--- src/rtl/refresh_scheduler.sv ---
`timescale 1ns/1ps
// Purpose: sequences the periodic shift-refresh of the 8-bank gain-cell array by
//   copying every row of bank swap_index into spare slot 0, then pulsing any_ref_done.
// Latency: a started refresh reaches any_ref_done 2*ROWS+1 cycles after its start cycle.
// Backpressure: host_ready drops from the start cycle through DONE; a due refresh
//   yields to host_req for at most MAX_POSTPONE cycles, then it is forced.
// Ports:
//   clk, rst (async, active-low)   clock and reset
//   host_req / host_ready          host access handshake (accepted when both are 1)
//   ref_busy                       copy in progress, controller routes cp_* to the array
//   cp_raddr/cp_waddr/cp_row       copy source slot, destination slot (always 0), row
//   cp_rd_en/cp_wr_en              copy read / copy write strobes (never both 1)
//   any_ref_done                   one-cycle completion pulse for the shift address table
//   ref_mem_addr                   current swap_index
//   ref_miss                       sticky: a refresh tick was dropped
module refresh_scheduler #(
  parameter int REF_INTERVAL = 64,
  parameter int ROWS         = 4,
  parameter int ROW_W        = 2,
  parameter int MAX_POSTPONE = 8
) (
  input  logic             clk,
  input  logic             rst,
  input  logic             host_req,
  output logic             host_ready,
  output logic             ref_busy,
  output logic [2:0]       cp_raddr,
  output logic [2:0]       cp_waddr,
  output logic [ROW_W-1:0] cp_row,
  output logic             cp_rd_en,
  output logic             cp_wr_en,
  output logic             any_ref_done,
  output logic [2:0]       ref_mem_addr,
  output logic             ref_miss
);

  localparam int CNT_W = $clog2(REF_INTERVAL);
  localparam int PP_W  = $clog2(MAX_POSTPONE + 1);

  typedef enum logic [1:0] {
    IDLE = 2'd0,
    RD   = 2'd1,
    WR   = 2'd2,
    DONE = 2'd3
  } state_t;

  state_t            state;
  state_t            state_nxt;
  logic [CNT_W-1:0]  int_cnt;
  logic [PP_W-1:0]   postpone;
  logic              pending;
  logic [2:0]        swap_index;
  logic [ROW_W-1:0]  row;

  logic tick;
  logic start;
  logic copying;
  logic last_row;

  assign tick     = (int_cnt == CNT_W'(REF_INTERVAL - 1));
  assign copying  = (state == RD) || (state == WR);
  assign last_row = (row == ROW_W'(ROWS - 1));
  // Host wins a same-cycle conflict until the postpone budget is exhausted.
  assign start    = (state == IDLE) && pending &&
                    (!host_req || (postpone == PP_W'(MAX_POSTPONE)));

  // ---------------- state register ----------------
  always_ff @(posedge clk or negedge rst) begin
    if (!rst) begin
      state <= IDLE;
    end else begin
      state <= state_nxt;
    end
  end

  // ---------------- next-state logic ----------------
  always_comb begin
    state_nxt = state;
    case (state)
      IDLE:    if (start) state_nxt = RD;
      RD:      state_nxt = WR;
      WR:      state_nxt = last_row ? DONE : RD;
      DONE:    state_nxt = IDLE;
      default: state_nxt = IDLE;
    endcase
  end

  // ---------------- output logic ----------------
  always_comb begin
    host_ready   = 1'b0;
    ref_busy     = 1'b0;
    cp_raddr     = 3'd0;
    cp_waddr     = 3'd0;
    cp_row       = '0;
    cp_rd_en     = 1'b0;
    cp_wr_en     = 1'b0;
    any_ref_done = 1'b0;
    case (state)
      IDLE: host_ready = !start;
      RD: begin
        ref_busy = 1'b1;
        cp_rd_en = 1'b1;
        cp_row   = row;
        cp_raddr = swap_index;
      end
      WR: begin
        ref_busy = 1'b1;
        cp_wr_en = 1'b1;
        cp_row   = row;
        cp_raddr = swap_index;
      end
      DONE:    any_ref_done = 1'b1;
      default: host_ready = 1'b0;
    endcase
  end

  assign ref_mem_addr = swap_index;

  // ---------------- interval counter (free-running in every state) ----------------
  always_ff @(posedge clk or negedge rst) begin
    if (!rst) begin
      int_cnt <= '0;
    end else if (tick) begin
      int_cnt <= '0;
    end else begin
      int_cnt <= int_cnt + CNT_W'(1);
    end
  end

  // ---------------- pending flag and miss detection ----------------
  // A tick that lands while a refresh is already pending or mid-copy is dropped
  // and recorded in ref_miss rather than queued.
  always_ff @(posedge clk or negedge rst) begin
    if (!rst) begin
      pending  <= 1'b0;
      ref_miss <= 1'b0;
    end else begin
      if (start) begin
        pending <= 1'b0;
      end else if (tick && !copying) begin
        pending <= 1'b1;
      end
      if (tick && (pending || copying)) begin
        ref_miss <= 1'b1;
      end
    end
  end

  // ---------------- postpone counter ----------------
  always_ff @(posedge clk or negedge rst) begin
    if (!rst) begin
      postpone <= '0;
    end else if (start) begin
      postpone <= '0;
    end else if ((state == IDLE) && pending && (postpone != PP_W'(MAX_POSTPONE))) begin
      postpone <= postpone + PP_W'(1);
    end
  end

  // ---------------- row counter ----------------
  always_ff @(posedge clk or negedge rst) begin
    if (!rst) begin
      row <= '0;
    end else if (start) begin
      row <= '0;
    end else if ((state == WR) && !last_row) begin
      row <= row + ROW_W'(1);
    end
  end

  // ---------------- swap index ----------------
  // Walks 1,7,6,...,2,1 in lockstep with the shift address table; slot 0 is the
  // spare and is never a copy source.
  always_ff @(posedge clk or negedge rst) begin
    if (!rst) begin
      swap_index <= 3'd1;
    end else if (state == DONE) begin
      swap_index <= (swap_index == 3'd1) ? 3'd7 : (swap_index - 3'd1);
    end
  end

endmodule

--- config.mk ---
export PLATFORM = sky130hd
export DESIGN_NAME = refresh_scheduler
export DESIGN_NICKNAME = d
export VERILOG_FILES = /design/src/rtl/refresh_scheduler.sv
export SDC_FILE = /design/constraint.sdc
export NUM_CORES = 1
export LEC_CHECK = 0
export BUFFER_PORTS_ARGS = -buffer_cell sky130_fd_sc_hd__buf_2
export CAP_MARGIN = 20
export CELL_PAD_IN_SITES_DETAIL_PLACEMENT = 1
export CELL_PAD_IN_SITES_GLOBAL_PLACEMENT = 2
export CORE_MARGIN = 3
export CORE_UTILIZATION = 34
export DETAILED_ROUTE_END_ITERATION = 8
export PLACE_DENSITY = 0.85
export RECOVER_POWER = 100
export SLEW_MARGIN = 40
export SYNTH_ARGS = -nofsm -noshare
export SYNTH_HDL_FRONTEND = slang
export SYNTH_SLANG_ARGS = --single-unit
--- constraint.sdc ---
create_clock -name clk -period 1.7 [get_ports clk]
set_input_delay 0.085 -clock clk [delete_from_list [all_inputs] [get_ports clk]]
set_output_delay 0.085 -clock clk [all_outputs]
set_load 0.1 [all_outputs]
==> impl_metrics.toml <==
[global_route]
grt_pass1_vias = 900
gr-total-overflow = 0
track_usage = 0.137
antenna_found_initial = 0
grt_pass1_wl_um = 4320
grt_max_degree = 20

[routing]
drt_iter0_drc = 10
drc = 0
wirelength_um = 2520
vias = 829
firstDrtPassIters = 4
wire_per_inst_um = 14.4
vias_per_cell = 4.74
ant_nets = 0

[worst_setup_path]
arrival_ps = 1520
worstSetupPathType = "register to primary output"
reg2reg_depth = 5
r2r_slack_ps = 330
rr_endpoint = "state[1]"
worstSetupStartpointType = "register"
crit_fanout = 4
required_ps = 1620
reg2reg_from = "state[1]"
cp-end-kind = "primary output"

[clock_tree]
insertion_delay_ps = 310
cts_num_sinks = 19
cts_made_buffers = 3
ctsHtreeMaxLevel = 1
cts.clk_slew.worst_paths_ps = 120
clk_path_buf_depth = 2
cts_tree = "yes"
clock-root-buffer = "clkbuf_4"

[floorplanning]
dieHeight_um = 62.7
die_x_um = 62.7
core-area_um2 = 2900
initial_utilization = 0.377
die-area_um2 = 3930
ios = 20
row_count = 19

[placed_design]
place_hpwl_um = 1860
port_buffers = 16
globalplace.congestion = 0.758

[cells_and_area]
drive_gt1_frac = 0.293
diodes = 0
finalCoreUtilization = 0.494
layout_common_cells = "dfrtp_1 (18), ha_1 (10), nand2_1 (8), nand3_1 (7), buf_12 (7)"
nets = 149
final_common_cell = "dfrtp_1"
area_growth_pct = 30.9

[sta]
finalHoldViolCount = 0
finClkSkew_ps = 10.5
worstMarginPinSlew_ps = 1090
relSlewSlack = 0.275
holdWs_ps = 115
post-route-period-util = 0.946
finalMaxSlewViolations = 0
setup-tns-final_ps = 0
fin_crit_ps = 1610
setup_violations = 0
fmax_ghz = 0.622

[worst_hold_path]
hold_class = "input pin to register"
min_to = "postpone[2]"
hold_start = "host_req"
holdPathStages = 3

[yosys]
syn_area_per_cell_um2 = 10.1
async_reset_ff_frac = 1.00
synth_edf_count = 0
synth_flop_cell = "dfrtp_1"
synthCells = 108
yosysWarningCount = 0
netlist_area_um2 = 1090
yosysSeqAreaShare = 0.436
synthDistinctLibCells = 34
synth_seq_cells = 19

[power_and_ir_drop]
power.density_nw_per_um2 = 515
power_uw = 737
p_leak_uw = 0.000719
irDropWorstVdd_v = 0.000368

[flow_run]
maxCapViolations = 0

[run_status]
status = "finished clean"
## worst max-delay path, stage by stage, from the launching register on
cell and delay [ps]:
dfrtp_1 440, inv_2 120, ha_1 210, buf_2 440
## registers in the layout (all words and copies together), names as in the netlist
| signal | count |
|---|---|
| ref_mem_addr | 3 |
| postpone | 4 |
| ref_miss | 1 |
| row | 2 |
| int_cnt | 6 |
| state | 2 |
| pending | 1 |
## report_power, final
| part | internal (µW) | switching [µW] |
|---|---|---|
| clock | 87.8 | 152 |
| combinational | 3.87 | 41.8 |
| sequential | 452 | 0 |
## Yosys cell counts (all sizes together), types with 2 or more instances
| cell | number | area share |
|---|---|---|
| dfrtp | 18 | 0.41 |
| ha | 12 | 0.14 |
| nand2 | 8 | 0.027 |
| nand3 | 7 | 0.032 |
| and2 | 6 | 0.034 |
| inv | 6 | 0.021 |
| o21ai | 6 | 0.027 |
| nand2b | 5 | 0.029 |
| nor2 | 5 | 0.017 |
| buf | 4 | 0.025 |
| a21oi | 3 | 0.014 |
| mux2i | 3 | 0.027 |
| nor2b | 3 | 0.017 |
| xor2 | 3 | 0.024 |
| a21o | 2 | 0.015 |
| nor3 | 2 | 0.0092 |
## area by class of cell
| type | instances | area, µm² |
|---|---|---|
| Clock buffer | 3 | 22.5 |
| Inverter | 6 | 22.5 |
| Tap cell | 42 | 52.6 |
| Multi-Input combinational cell | 81 | 611 |
| Fill cell | 336 | 1470 |
| Sequential cell | 19 | 477 |
| Timing Repair Buffer | 23 | 241 |
| Clock inverter | 1 | 5.00 |
## cells by family (layout without fill, tap and decap cells)
| family | count (synthesis) | count (layout) | share of synthesized area |
|---|---|---|---|
| xor+xnor | 4 | 4 | 0.0320 |
| mux | 3 | 3 | 0.0275 |
| fa+ha+maj | 12 | 12 | 0.137 |
| flops | 19 | 19 | 0.436 |
| simple gates | 40 | 40 | 0.204 |
| compound gates | 19 | 19 | 0.114 |
| other cells | 1 | 3 | 0.00343 |
| buf+inv | 10 | 33 | 0.0458 |
## repair_timing
item	4_1_cts	5_1_grt
setup buffers	3	3
hold buffers	1	0
gates cloned	0	0
gates resized for setup	4	3
setup endpoints to repair	8	2
endpoints found under the hold margin	18	0
## through the flow
step	cells	instance area [µm²]	setup WS [ps]
after floorplan	110	1110	-121
after global placement	164	1320	247
after detailed placement	164	1320	177
after CTS	172	1390	0.767
after global routing	175	1430	-5.96
final	175	1430	91.7
## how the worst max path moves through the flow
stage                startpoint           end  slack, ps  cells past startpoint
global route        postpone[0]    host_ready         -6                      5
finish                 state[0]      cp_wr_en         90                      3
detailed placement     state[1]      ref_miss        180                      4
CTS                    state[0]  any_ref_done        0.8                      2
global placement       state[0]      ref_miss        250                      4
floorplan              state[1]     cp_row[1]       -120                      3
## layer usage
metal / share of wire / GRT usage / up-vias / wire (µm)
met5: 0 / 0 / - / 0
met4: 0.0075 / 0.0331 / 0 / 19
met3: 0.040 / 0.0396 / 2 / 102
met2: 0.53 / 0.240 / 13 / 1330
met1: 0.42 / 0.166 / 402 / 1070
li1: - / - / 412 / -
Power figures use the tool's default switching activity.
